$ cat config.mk
export PLATFORM = sky130hd
export DESIGN_NAME = serial_addsub_ctrl
export DESIGN_NICKNAME = d
export VERILOG_FILES = /design/src/rtl/serial_addsub_ctrl.sv
export SDC_FILE = /design/constraint.sdc
export NUM_CORES = 1
export LEC_CHECK = 0
export ABC_CLOCK_PERIOD_IN_PS = 1900
export BUFFER_PORTS_ARGS = -buffer_cell sky130_fd_sc_hd__buf_4
export CORE_ASPECT_RATIO = 1.1
export CORE_MARGIN = 2
export CORE_UTILIZATION = 55
export CTS_BUF_LIST = sky130_fd_sc_hd__clkbuf_2
export DETAILED_ROUTE_END_ITERATION = 6
export PLACE_DENSITY = 0.85
export SLEW_MARGIN = 20
export SYNTH_ARGS = -nofsm -noshare
export SYNTH_HDL_FRONTEND = slang
export SYNTH_SLANG_ARGS = --single-unit
$ cat constraint.sdc
create_clock -name clk -period 1.9 [get_ports clk]
set_clock_uncertainty 0.1 [all_clocks]
set_input_delay 0.095 -clock clk [delete_from_list [all_inputs] [get_ports clk]]
set_output_delay 0.095 -clock clk [all_outputs]
set_load 0.03 [all_outputs]
$ cat src/rtl/serial_addsub_ctrl.sv
// Bit-serial add/subtract controller: latches two operands and walks a single
// 1-bit full adder LSB-first, reporting sum, carry-out and signed overflow.

module full_adder (
    input  logic din_A,
    input  logic din_B,
    input  logic din_cin,
    output logic dout_sum,
    output logic dout_carry
);
    assign dout_sum   = din_A ^ din_B ^ din_cin;
    assign dout_carry = (din_A & din_B) | (din_cin & (din_A ^ din_B));
endmodule

module serial_addsub_ctrl #(
    parameter int unsigned WIDTH = 8
) (
    input  logic             clk,
    input  logic             rst,
    input  logic             din_start,
    input  logic             din_sub,
    input  logic [WIDTH-1:0] din_A,
    input  logic [WIDTH-1:0] din_B,
    output logic             dout_busy,
    output logic             dout_done,
    output logic [WIDTH-1:0] dout_sum,
    output logic             dout_carry,
    output logic             dout_overflow
);
    localparam int unsigned IDX_W = (WIDTH > 2) ? $clog2(WIDTH) : 1;

    typedef enum logic [1:0] {
        S_IDLE = 2'd0,
        S_RUN  = 2'd1,
        S_DONE = 2'd2
    } state_t;

    state_t             r_state;
    logic [WIDTH-1:0]   r_a;
    logic [WIDTH-1:0]   r_b;
    logic [WIDTH-1:0]   r_shift;
    logic [IDX_W-1:0]   r_idx;
    logic               r_carry;
    logic               r_ovf_pend;
    logic               r_busy;
    logic               r_done;
    logic [WIDTH-1:0]   r_sum;
    logic               r_cout;
    logic               r_ovf;
    logic               w_sum;
    logic               w_cout;

    // Operand shift registers present the current bit at position 0.
    full_adder u_fa (
        .din_A      (r_a[0]),
        .din_B      (r_b[0]),
        .din_cin    (r_carry),
        .dout_sum   (w_sum),
        .dout_carry (w_cout)
    );

    // Outputs are registered off the state, so busy/done trail the FSM by one cycle.
    always_ff @(posedge clk) begin
        if (rst) begin
            r_state    <= S_IDLE;
            r_a        <= '0;
            r_b        <= '0;
            r_shift    <= '0;
            r_idx      <= '0;
            r_carry    <= 1'b0;
            r_ovf_pend <= 1'b0;
            r_busy     <= 1'b0;
            r_done     <= 1'b0;
            r_sum      <= '0;
            r_cout     <= 1'b0;
            r_ovf      <= 1'b0;
        end else begin
            r_done <= 1'b0;
            r_busy <= (r_state == S_RUN);
            case (r_state)
                S_IDLE: begin
                    if (din_start) begin
                        r_a     <= din_A;
                        r_b     <= din_B ^ {WIDTH{din_sub}};
                        r_carry <= din_sub;
                        r_idx   <= '0;
                        r_state <= S_RUN;
                    end
                end
                S_RUN: begin
                    r_a     <= r_a >> 1;
                    r_b     <= r_b >> 1;
                    r_shift <= {w_sum, r_shift[WIDTH-1:1]};
                    r_carry <= w_cout;
                    r_idx   <= r_idx + IDX_W'(1);
                    if (r_idx == IDX_W'(WIDTH - 1)) begin
                        // carry into the MSB vs. carry out of it
                        r_ovf_pend <= r_carry ^ w_cout;
                        r_state    <= S_DONE;
                    end
                end
                S_DONE: begin
                    r_sum   <= r_shift;
                    r_cout  <= r_carry;
                    r_ovf   <= r_ovf_pend;
                    r_done  <= 1'b1;
                    r_state <= S_IDLE;
                end
                default: r_state <= S_IDLE;
            endcase
        end
    end

    assign dout_busy     = r_busy;
    assign dout_done     = r_done;
    assign dout_sum      = r_sum;
    assign dout_carry    = r_cout;
    assign dout_overflow = r_ovf;

endmodule

== Yosys cells after proc, flatten, opt, wreduce, memory -nomap -nowiden ==
Cells that the tools add are included.

* Add/sub/neg operators: 1
* Equal/unequal tests: 5
* Mux-type cells: 12
* Bitwise operators: 7
* Reductions and logical operators: 5

{| class="wikitable"
|+ Operators with widths
! cell !! number
|-
| case mux 8 bit (2 select lines) || 2
|-
| two-way mux 8 bit || 2
|-
| bitwise XOR 8 bit || 1
|-
| case mux 3 bit (2 select lines) || 1
|-
| AND reduction 2 bit || 3
|-
| two-way mux 2 bit || 2
|-
| case mux 2 bit (2 select lines) || 1
|-
| adder 3 x 1 -> 3 bit, second input constant || 1
|-
| == test 3 bit, second input constant || 1
|-
| two-way mux 3 bit || 1
|-
| bitwise XOR 1 bit || 3
|-
| AND 1 bit || 2
|-
| == test 2 x 1 -> 1 bit, second input constant || 1
|-
| == test 2 bit, second input constant || 1
|-
| zero test 2 bit || 1
|-
| two-way mux 1 bit || 2
|-
| != test 2 x 1 -> 1 bit, second input constant || 1
|-
| != test 2 bit, second input constant || 1
|-
| case mux 1 bit (2 select lines) || 1
|-
| nonzero test 2 bit || 1
|-
| bitwise OR 1 bit || 1
|}

* Flip-flop bits (word level): 43
* Input bits: 20
* Output and inout port bits: 12
* Logic and storage cells: 42

== Depth between registers and ports, before layout ==
Gate-level depths: netlist (run 1).

* Depth after elaboration: 4
* Depth in mapped cells: 5
* Mapped depth without buffers: 5

== Cells and area by module ==
From an unflattened synthesis (run 1), not the netlist that was laid out.

* Cell total of the unflattened synthesis: 187
* Area total of the unflattened synthesis: 1706.6 um2

{| class="wikitable"
|+ Modules (own cells, without submodules)
! module !! times used !! cells each !! area each (um2) !! sequential area each (um2)
|-
| serial_addsub_ctrl || 1 || 186 || 1686.6 || 860.8
|-
| full_adder || 1 || 1 || 20.0 || 0.0
|}

== Worst setup path after synthesis (run 1) ==
No wires, ideal clock.

* Path type: flip-flop to flip-flop
* Start point: reg r_carry
* End point: reg r_ovf_pend
* Library setup time: 0.091 ns
* Arrival: 1.128 ns
* Required time: 1.709 ns
* Slack: 0.581 ns
* Cell stages (with the launch flop): 4
* Buffers on the path: 0
* Clock period less this slack: 1.319 ns
* Cell sequence: dfxtp_1 > fa_1 > xnor2_1 > a311oi_1

* Cells in the longest elaborated chain, start to end: 3

{| class="wikitable"
|+ Ends and longest elaborated chain
! item !! line !! text
|-
| start, declared || 43 || <nowiki>logic r_carry;</nowiki>
|-
| start signal, assigned || 85 || <nowiki>r_carry <= din_sub;</nowiki>
|-
| start signal, assigned || 94 || <nowiki>r_carry <= w_cout;</nowiki>
|-
| AND 1 bit || 12 || <nowiki>assign dout_carry = (din_A & din_B) | (din_cin & (din_A ^ din_B));</nowiki>
|-
| bitwise OR 1 bit || 12 ||
|-
| bitwise XOR 1 bit (*) || 98 || <nowiki>r_ovf_pend <= r_carry ^ w_cout;</nowiki>
|-
| end signal, assigned || 98 ||
|-
| end, declared || 44 || <nowiki>logic r_ovf_pend;</nowiki>
|}

Every way passes the cells marked *; elsewhere a longest branch is shown, timed or not.
A chain may end at the register's enable or synchronous reset.

== Final worst setup path (run 1) ==
* Start point: reg r_state[1]
* End point: reg r_b[7]

* Cells in the longest elaborated chain, start to end: 3
* Elaborated cells between the ends (all ways): 6
* Those cells by class: 2 x eq/ne; 1 x mux; 3 x reduce/logical

{| class="wikitable"
|+ Ends and longest elaborated chain
! item !! line !! text
|-
| start, declared || 38 || <nowiki>state_t r_state;</nowiki>
|-
| start signal, assigned || 65 || <nowiki>r_state <= S_IDLE;</nowiki>
|-
| start signal, assigned || 87 || <nowiki>r_state <= S_RUN;</nowiki>
|-
| start signal, assigned || 99 || <nowiki>r_state <= S_DONE;</nowiki>
|-
| == test 2 x 1 -> 1 bit / zero test 2 bit (equally long branches) || 80 || <nowiki>case (r_state)</nowiki>
|-
| nonzero test 2 bit (no line) / != test 2 bit (equally long branches) || - ||
|-
| AND reduction 2 bit (no line) || - ||
|-
| end signal, assigned || 84 || <nowiki>r_b <= din_B ^ {WIDTH{din_sub}};</nowiki>
|-
| end signal, assigned || 92 || <nowiki>r_b <= r_b >> 1;</nowiki>
|-
| end, declared || 40 || <nowiki>logic [WIDTH-1:0] r_b;</nowiki>
|}

Parallel ways exist; a longest one is shown, timed or not.

==> results of run 1 <==
[through the flow]
step,setup WS (ns),total power [mW],hold slack (ns),std cells,util [%]
after CTS,0.113,1.73,0.0285,294,76.1
after floorplan,0.581,1.12,0.143,206,-
after global placement,0.467,1.17,0.240,262,66.3
final,0.123,1.73,0.0346,294,76.2
after global routing,0.0464,1.81,0.0223,294,76.2
after detailed placement,0.411,1.18,0.242,262,66.3
[worst max path at each step]
stage                     startpoint           to  slack [ns]  cells after the start
after global placement    r_state[0]  dout_sum[1]        0.47                      4
after CTS                 r_state[0]       r_b[7]        0.11                      5
after floorplan              r_carry   r_ovf_pend        0.58                      3
final                     r_state[1]       r_b[7]        0.12                      5
after detailed placement  r_state[0]  dout_sum[1]        0.41                      4
after global routing      r_state[1]       r_b[7]        0.05                      5
[Yosys cell counts, types with 2 or more instances]
cell	n	area share, %
mux2i_1	2	1.1
nor3_1	10	2.8
ha_1	2	1.4
nor2b_1	2	0.70
a22oi_1	11	4.6
buf_2	6	1.7
clkbuf_1	5	1.0
a21oi_1	27	7.5
dfxtp_1	43	48
xnor2_1	8	3.9
nand2b_1	11	3.8
buf_4	5	2.1
nand2_1	36	7.5
o22ai_1	7	2.4
or3b_1	8	3.9
nor2_1	15	3.1
[logic make-up after synthesis]
kind of cell	after synthesis	synth area share (%)
AO/OA/AOI/OAI	48	16.1
AND/OR/NAND/NOR	83	22.6
adder cells (fa/ha/maj)	3	2.51
multiplexers	2	1.12
XOR/XNOR	9	4.40
buffers and inverters	18	5.30
flip-flops	43	48.0
[worst register-to-register path, stage by stage (launching register included)]
cell and delay, ns:
dfxtp_2 0.41, o21bai_1 0.17, buf_4 0.18, a22oi_1 0.19
nor2_1 0.08, dlygate4sd3_1 0.57
[power by group through the flow]
stage | clock network, mW | registers [mW] | logic, mW
finish | 0.512 | 0.966 | 0.254
global route | 0.560 | 0.970 | 0.280
CTS | 0.516 | 0.963 | 0.247
detailed placement | 0 | 0.982 | 0.196
global placement | 0 | 0.981 | 0.190
floorplan | 0 | 0.978 | 0.138
[final cells by class]
cell class | instances | area (sq um) | share of cell area (%)
Sequential cell | 43 | 863 | 36.8
Multi-Input combinational cell | 145 | 837 | 35.7
Timing Repair Buffer | 63 | 533 | 22.7
Tap cell | 34 | 42.5 | 1.82
Clock inverter | 3 | 38.8 | 1.66
Clock buffer | 5 | 25.0 | 1.07
Inverter | 1 | 3.75 | 0.160
[sequential cells by signal, summed over array words and instances (netlist names)]
name           cells
dout_sum           8
r_a                8
dout_carry         1
r_carry            1
r_idx              3
r_ovf_pend         1
dout_done          1
r_shift            8
dout_busy          1
r_state            2
dout_overflow      1
r_b                8
[what timing repair did]
item / in CTS / in global routing
hold endpoints to repair: 16 / 0
hold buffers: 24 / 0
setup endpoints to repair: 0 / 2
resized for setup: 0 / 2
[metal layers]
layer  wire (microns)  vias up  GRT usage (%)
met5                0        -              0
met4               65        0           8.14
met3              224       10           9.31
met2             1920       54           40.2
met1             1690      758           26.2
li1                 -      807              -
==> results by group, run 1 <==
Setup path
  – CP top delay family: buffers and inverters
  – Arr. time, crit path: roughly 2.0 ns
  – Max stage delay on crit path: between 0.5 and 0.6 ns
  – R2R setup slack: about 0.12 ns
  – Critical path peak fanout: 12
  – Worst setup SP type: flip-flop
  – Worst path bufs/invs: 2
  – Crit path cell chain: o21bai_1 -> buf_4 -> a22oi_1 -> nor2_1 -> dlygate4sd3_1
  – Crit end category: flip-flop
  – CP max-delay cell: dlygate4sd3_1
  – Worst reg2reg path startpoint: r_state[1]
  – Kind of critical path: reg2reg
  – R2R cell count: 5
  – Required time of the critical path: ~2.1 ns
  – Reg2reg end: r_b[7]

Cells and area
  – Final #Nets: around 280
  – Commonest non-fill, non-tap cell in the layout: dfxtp_1
  – Proportion of layout cells with a drive suffix above 1: 19.2%
  – Commonest non-fill, non-tap cells in the layout: 41 x dfxtp_1, 39 x buf_4, 36 x nand2_1
  – Filler cell count: about 220
  – Design area: around 2300 sq um
  – Antenna Cells: 0
  – Synthesis-to-layout area growth: 30.7%

STA
  – Final Hold Fails: 0
  – Least-Margin Pin Slew: between 0.3 and 0.4 ns
  – Max Slew Vio Count: 0
  – Minimum clock period after layout: between 1.5 and 2 ns
  – Final setup TNS: 0 ns
  – Slew headroom: about three quarters
  – RSZ-0062 raised after global routing: false
  – Final setup fails: 0
  – Final worst-path cycle share: 93.5%
  – FMAX: approximately 560 MHz

Power
  – Clock network power share: ~30%
  – LEAKAGE: 0.930 nW
  – Reg power frac: 55.8%
  – Power density cells: about 740 nW/um^2
  – VDD IR max: 690 uV
  – Switching portion of total power: about 25%
  – Internal power: approximately 1.3 mW
  – Logic pwr share: 14.7%
  – P_sw: roughly 0.43 mW

Synthesis
  – Post-synthesis cell type count: 24
  – Syn nets: around 230
  – Flops & latches, synth: 43
  – Seq/Total Area, Yosys: 48.0%
  – Main synth FF type: dfxtp_1
  – Cells after Synth: between 200 and 250
  – Mean Syn Cell Area: between 8 and 9 sq um
  – EDFF count, synth: 0
  – Fraction of registers with async set or reset after synthesis: 0%
  – Post-Syn Area: about 1800 sq um
  – Syn. warnings: 0

Detailed routing
  – DRT iter0 DRCs: 59
  – Drt pass-1 iters: 4
  – Routed wire length: between 3000 and 4000 microns
  – Drt drc: 0
  – Drt via density: roughly 5.5
  – ANT nets after route: 0
  – Vias: approximately 1600
  – Wire length per cell: about 13 microns

Floorplan
  – Full die area: between 3000 and 4000 sq um
  – # IOs: 32
  – Die Y: 63.9 microns
  – Starting Density: between 50% and 60%
  – # rows: 21
  – Chip width: 58.4 microns
  – Core box area: a little over 3000 sq um

GRT
  – Largest net degree at the start of global routing: 31
  – Initial antenna violation count: 0
  – Vias in the first global route: between 1500 and 2000
  – First-pass GRT wire length: just under 7000 microns
  – Tot GR Track Use: roughly a quarter
  – Total gr overflow: 0

Placed design
  – GPL Wtd Cong: between 0.7 and 0.8
  – Placement Cell Area: between 2000 and 2500 sq um
  – Port Buffers: 31
  – DPL Wire Length: about 2200 microns

Min path
  – Worst hold path class: in2reg
  – Hold Path Depth: 4
  – HP Start: din_A[0]
  – Hold-critical path endpoint: r_a[0]

CTS
  – CTS Sinks: 43
  – TritonCTS clock tree: built
  – # H-tree levels: 2
  – Clk Latency, worst-skew pair: approximately 0.42 ns
  – CTS clk-pin slew, worst paths: around 0.21 ns
  – Root Driver: clkbuf_2
  – Clock buffer count from CTS: 5
  – Post-CTS Setup Bufs: 0
  – Clk buf depth: 2

Flow run
  – Maxcap violations: 0

Outcome
  – Outcome: complete, no violations
Power figures use the tool's default switching activity.
==> run 2, diff against run 1 <==
CELL_PAD_IN_SITES_DETAIL_PLACEMENT = 1   (was unset)
CELL_PAD_IN_SITES_GLOBAL_PLACEMENT = 1   (was unset)
CORE_UTILIZATION = 43   (was 55)
PLACE_DENSITY = 0.88   (was 0.85)
==> results by group, run 2 (same netlist as run 1, synthesis figures left out) <==
Placed design
  – Port Buffers: 31 (unchanged)
  – DPL Wire Length: 2780 microns (was 2230 microns)
  – Post-placement cell count: 279 (was 262)
  – GPL Wtd Cong: 0.730 (was 0.764)
  – Placement Cell Area: 2050 sq um (was 2040 sq um)
  – Setup WS pre-CTS: 0.463 ns (was 0.411 ns)

Setup path
  – R2R cell count: 5 (unchanged)
  – Required time of the critical path: 2.16 ns (was 2.14 ns)
  – Worst setup SP type: flip-flop (unchanged)
  – CP max-delay cell: dlygate4sd3_1 (unchanged)
  – Arr. time, crit path: 2.04 ns (was 2.02 ns)
  – Kind of critical path: reg2reg (unchanged)
  – Crit path cell chain: buf_4 -> nor3b_4 -> a22oi_1 -> nor2_1 -> dlygate4sd3_1 (was o21bai_1 -> buf_4 -> a22oi_1 -> nor2_1 -> dlygate4sd3_1)
  – Critical path peak fanout: 11 (was 12)
  – Crit end category: flip-flop (unchanged)
  – Max stage delay on crit path: 0.56 ns (was 0.57 ns)

Cells and area
  – Register area: 863 sq um (unchanged)
  – Commonest non-fill, non-tap cells in the layout: 41 x dfxtp_1, 37 x buf_4, 36 x nand2_1 (was 41 x dfxtp_1, 39 x buf_4, 36 x nand2_1)
  – Design area: 2340 sq um (about the same)
  – Post-route insts no fill: 308 (was 294)
  – Multi-input gate area: 843 sq um (was 837 sq um)
  – Antenna Cells: 0 (unchanged)
  – Synthesis-to-layout area growth: 30.4% (was 30.7%)
  – Commonest non-fill, non-tap cell in the layout: dfxtp_1 (unchanged)
  – Final #Nets: 278 (was 282)
  – Filler cell count: 474 (was 215)
  – Fin util: 58.6% (was 76.2%)
  – Proportion of layout cells with a drive suffix above 1: 19.1% (was 19.2%)

GRT
  – Tot GR Track Use: 21.1% (was 23.6%)
  – Largest net degree at the start of global routing: 24 (was 31)
  – Initial antenna violation count: 0 (unchanged)
  – Total gr overflow: 0 (unchanged)
  – Vias in the first global route: 1629 (was 1596)
  – First-pass GRT wire length: 7520 microns (was 6730 microns)

STA
  – RSZ-0062 raised after global routing: false (unchanged)
  – Setup ws final: 0.123 ns (about the same)
  – Final setup fails: 0 (unchanged)
  – Worst hold margin: 0.0187 ns (was 0.0346 ns)
  – Final worst-path cycle share: 93.5% (about the same)
  – FMAX: 563 MHz (about the same)
  – Least-Margin Pin Slew: 0.443 ns (was 0.388 ns)
  – Final setup TNS: 0 ns (unchanged)
  – Final Hold Fails: 0 (unchanged)
  – Max Slew Vio Count: 0 (unchanged)
  – Slew headroom: 70.4% (was 74.1%)
  – Minimum clock period after layout: 1.78 ns (about the same)

CTS
  – Root Driver: clkbuf_2 (unchanged)
  – TritonCTS clock tree: built (unchanged)
  – Clk buf depth: 2 (unchanged)
  – Clk Latency, worst-skew pair: 0.41 ns (was 0.42 ns)
  – CTS clk-pin slew, worst paths: 0.20 ns (was 0.21 ns)
  – Clock buffer count from CTS: 5 (unchanged)
  – CTS Sinks: 43 (unchanged)
  – # H-tree levels: 2 (unchanged)

Power
  – LEAKAGE: 0.911 nW (was 0.930 nW)
  – Power Total: 1.73 mW (about the same)
  – Power density cells: 740 nW/um^2 (was 739 nW/um^2)
  – VDD IR max: 556 uV (was 690 uV)

Floorplan
  – # IOs: 32 (unchanged)
  – Chip width: 65.6 microns (was 58.4 microns)
  – Full die area: 4700 sq um (was 3730 sq um)
  – Core box area: 3990 sq um (was 3070 sq um)
  – Die Y: 71.7 microns (was 63.9 microns)
  – Starting Density: 44.9% (was 58.3%)
  – # rows: 24 (was 21)

Outcome
  – Outcome: complete, no violations (unchanged)

Min path
  – Worst hold path class: in2reg (unchanged)
  – Hold Path Depth: 4 (unchanged)

Detailed routing
  – DRT iter0 DRCs: 48 (was 59)
  – Drt pass-1 iters: 4 (unchanged)
  – Vias: 1583 (was 1629)
  – Drt drc: 0 (unchanged)
  – Wire length per cell: 15.0 microns (was 13.3 microns)
  – Drt via density: 5.14 (was 5.54)
  – Routed wire length: 4620 microns (was 3900 microns)
  – ANT nets after route: 0 (unchanged)

Flow run
  – Maxcap violations: 0 (unchanged)
[run 2: cell count changes in the layout (fill, tap and decap cells not counted)]
cell           previous run  this run
buf_6                     0         1
dlygate4sd3_1            24        21
nor3b_4                   0         1
buf_4                    39        37
nor3b_2                   1         0
[run 2: metal layers]
metal / track usage (%) / vias up / routed length [microns] / share of wire (%)
li1: - / 794 / - / -
met1: 23.5 / 752 / 1930 / 42
met2: 39.5 / 31 / 2480 / 54
met3: 4.08 / 6 / 151 / 3.3
met4: 7.41 / 0 / 53 / 1.1
met5: 0 / - / 0 / 0
[run 2: cell type report]
type / count / area share [%]
clock buffer: 5 / 1.07
tap: 52 / 2.78
clock inverter: 3 / 1.66
timing repair buffer: 59 / 21.3
sequential: 43 / 36.9
multi-input combinational: 145 / 36.1
inverter: 1 / 0.161
[run 2: path summary, 6_finish.rpt]
kind	from	endpoint	slack (ns)
worst max-delay path	r_state[1]	r_a[7]	0.12
worst min-delay path	din_A[1]	r_a[1]	0.02
worst max register to register	r_state[1]	r_a[7]	0.12
worst min register to register	r_shift[6]	r_shift[5]	0.37
[run 2: where the power goes]
part           switching, mW  internal (mW)  leakage (nW)
Combinational          0.118          0.135         0.520
Sequential            0.0246          0.941         0.351
Clock                  0.295          0.216        0.0404
Total                  0.438           1.29         0.911
[run 2: worst max-delay path: cells and delay by family, from the launching register on]
family                 cells  cell delay, ns
buffers and inverters      2            0.74
AND/OR/NAND/NOR            2            0.38
AO/OA/AOI/OAI              1            0.13
flip-flops                 1            0.39
[run 2: repair_timing]
item | 4_1_cts | 5_1_grt
hold endpoints to repair | 26 | 0
buffers inserted | 0 | 0
endpoints found under the setup margin | 0 | 1
resized for setup | 0 | 4
hold buffers | 21 | 0
==> run 3, diff against run 2 <==
ABC_CLOCK_PERIOD_IN_PS = 2100   (was 1900)
CORE_UTILIZATION = 46   (was 43)
PLACE_DENSITY = 0.91   (was 0.88)
clock period = 2.1 ns   (was 1.9 ns; I/O delays follow)
==> results by group, run 3 (same netlist as run 1, synthesis figures left out) <==
Outcome
  – Outcome: complete, no violations (unchanged)

Setup path
  – R2R cell count: 5 (unchanged)
  – Arr. time, crit path: 2.10 ns (was 2.04 ns)
  – Reg2reg end: r_b[7] (was r_a[7])
  – Worst reg2reg path startpoint: r_state[1] (unchanged)
  – Crit end category: flip-flop (unchanged)
  – Kind of critical path: reg2reg (unchanged)
  – Required time of the critical path: 2.37 ns (was 2.16 ns)
  – Critical path peak fanout: 15 (was 11)
  – Worst setup SP type: flip-flop (unchanged)
  – R2R setup slack: 0.27 ns (was 0.12 ns)

Power
  – Internal power: 1.17 mW (was 1.29 mW)
  – Clock network power share: 30.2% (was 29.5%)
  – LEAKAGE: 0.901 nW (was 0.911 nW)
  – Logic pwr share: 14.8% (was 14.7%)
  – VDD IR max: 371 uV (was 556 uV)
  – P_sw: 0.422 mW (was 0.438 mW)
  – Reg power frac: 54.9% (was 55.8%)
  – Power Total: 1.59 mW (was 1.73 mW)
  – Switching portion of total power: 26.5% (was 25.3%)
  – Power density cells: 689 nW/um^2 (was 740 nW/um^2)

STA
  – Final worst-path cycle share: 87.2% (was 93.5%)
  – Setup ws final: 0.269 ns (was 0.123 ns)
  – Max Slew Vio Count: 0 (unchanged)
  – Least-Margin Pin Slew: 0.506 ns (was 0.443 ns)
  – Final setup TNS: 0 ns (unchanged)
  – Slew headroom: 66.3% (was 70.4%)
  – Final setup fails: 0 (unchanged)
  – FMAX: 546 MHz (was 563 MHz)
  – Final Hold Fails: 0 (unchanged)
  – RSZ-0062 raised after global routing: false (unchanged)
  – Minimum clock period after layout: 1.83 ns (was 1.78 ns)

Detailed routing
  – Routed wire length: 5300 microns (was 4620 microns)
  – Wire length per cell: 17.5 microns (was 15.0 microns)
  – DRT iter0 DRCs: 66 (was 48)
  – ANT nets after route: 0 (unchanged)
  – Drt drc: 0 (unchanged)
  – Vias: 1625 (was 1583)
  – Drt pass-1 iters: 4 (unchanged)
  – Drt via density: 5.36 (was 5.14)

Cells and area
  – Post-route insts no fill: 303 (was 308)
  – Synthesis-to-layout area growth: 28.8% (was 30.4%)
  – Commonest non-fill, non-tap cells in the layout: 43 x dfxtp_1, 36 x nand2_1, 35 x buf_4 (was 41 x dfxtp_1, 37 x buf_4, 36 x nand2_1)
  – Commonest non-fill, non-tap cell in the layout: dfxtp_1 (unchanged)
  – Filler cell count: 447 (was 474)
  – Antenna Cells: 0 (unchanged)
  – Final #Nets: 275 (was 278)
  – Proportion of layout cells with a drive suffix above 1: 18.2% (was 19.1%)

Floorplan
  – Chip width: 63.5 microns (was 65.6 microns)
  – # rows: 23 (was 24)
  – Full die area: 4410 sq um (was 4700 sq um)
  – # IOs: 32 (unchanged)
  – Die Y: 69.5 microns (was 71.7 microns)
  – Core box area: 3680 sq um (was 3990 sq um)
  – Starting Density: 48.7% (was 44.9%)

Flow run
  – Maxcap violations: 0 (unchanged)

CTS
  – CTS Sinks: 43 (unchanged)
  – # H-tree levels: 2 (unchanged)
  – Clk Latency, worst-skew pair: 0.42 ns (was 0.41 ns)
  – Clk buf depth: 2 (unchanged)
  – Root Driver: clkbuf_2 (unchanged)
  – TritonCTS clock tree: built (unchanged)
  – CTS clk-pin slew, worst paths: 0.24 ns (was 0.20 ns)
  – Clock buffer count from CTS: 5 (unchanged)
  – Post-CTS Setup Bufs: 0 (unchanged)

Min path
  – Hold-critical path endpoint: r_a[2] (was r_a[1])
  – Worst hold path class: in2reg (unchanged)
  – Hold Path Depth: 4 (unchanged)
  – HP Start: din_A[2] (was din_A[1])

GRT
  – Largest net degree at the start of global routing: 45 (was 24)
  – Tot GR Track Use: 25.2% (was 21.1%)
  – Total gr overflow: 0 (unchanged)
  – Vias in the first global route: 1769 (was 1629)
  – First-pass GRT wire length: 8600 microns (was 7520 microns)
  – Initial antenna violation count: 0 (unchanged)

Placed design
  – DPL Wire Length: 2800 microns (was 2780 microns)
  – Post-placement cell count: 274 (was 279)
  – GPL Wtd Cong: 0.706 (was 0.730)
  – Port Buffers: 31 (unchanged)
  – Setup WS pre-CTS: 0.499 ns (was 0.463 ns)
[run 3: cell types whose count changed in the layout (fill, tap and decap cells not counted)]
cell	change
dfxtp_2	-2
buf_6	-1
clkinv_1	-1
nor3b_2	+1
o21bai_2	+1
nor3b_4	-1
clkinv_4	+1
dfxtp_1	+2
buf_4	-2
o21bai_1	-1
[run 3: metal layers]
layer / track usage [%] / vias to the layer above / part of all wire (%) / wire [microns]
met5: 0 / - / 0 / 0
met4: 10.6 / 0 / 2.4 / 128
met3: 6.01 / 12 / 3.3 / 173
met2: 46.8 / 45 / 55 / 2930
met1: 26.6 / 781 / 39 / 2070
li1: - / 787 / - / -
[run 3: cell type report]
type | instances | area (sq um) | area share [%]
clock inverter | 3 | 43.8 | 1.90
tap | 50 | 62.6 | 2.71
multi-input combinational | 145 | 841 | 36.4
inverter | 1 | 3.75 | 0.163
timing repair buffer | 56 | 473 | 20.5
clock buffer | 5 | 25.0 | 1.08
sequential | 43 | 861 | 37.3
[run 3: per-stage QoR]
step	utilization [%]	hold slack, ns	area, sq um
5_1_grt	62.7	0.0172	2310
3_3_place_gp	55.0	0.258	2030
3_5_place_dp	55.0	0.269	2030
4_1_cts	62.3	0.00225	2300
2_1_floorplan	-	0.153	1790
6_report	62.7	0.0320	2310
[run 3: what timing repair did]
item	in CTS	in global routing
gates resized for setup	0	1
hold endpoints to repair	22	1
hold buffers	20	1
setup endpoints to repair	0	1
[run 3: worst max-delay path by stage]
stage,startpoint,end,depth (start not counted)
after detailed placement,r_state[0],r_b[4],3
after global placement,r_state[0],r_b[3],3
after floorplan,r_carry,r_ovf_pend,3
final,r_state[1],r_b[7],5
after global routing,r_state[1],r_b[7],5
after CTS,din_start,r_b[7],6
[run 3: critical path, cell delays in order (launching register included)]
cell,delay [ns]
dfxtp_1,0.37
buf_4,0.19
nor3b_2,0.34
a22oi_1,0.11
nor2_1,0.10
dlygate4sd3_1,0.57
[run 3: power by group through the flow]
stage          sequential (mW)  combinational, mW  clock, mW
3_3_place_gp             0.886              0.171          0
6_report                 0.875              0.236      0.481
2_1_floorplan            0.884              0.125          0
3_5_place_dp             0.888              0.179          0
5_1_grt                  0.878              0.253      0.536
4_1_cts                  0.873              0.215      0.496
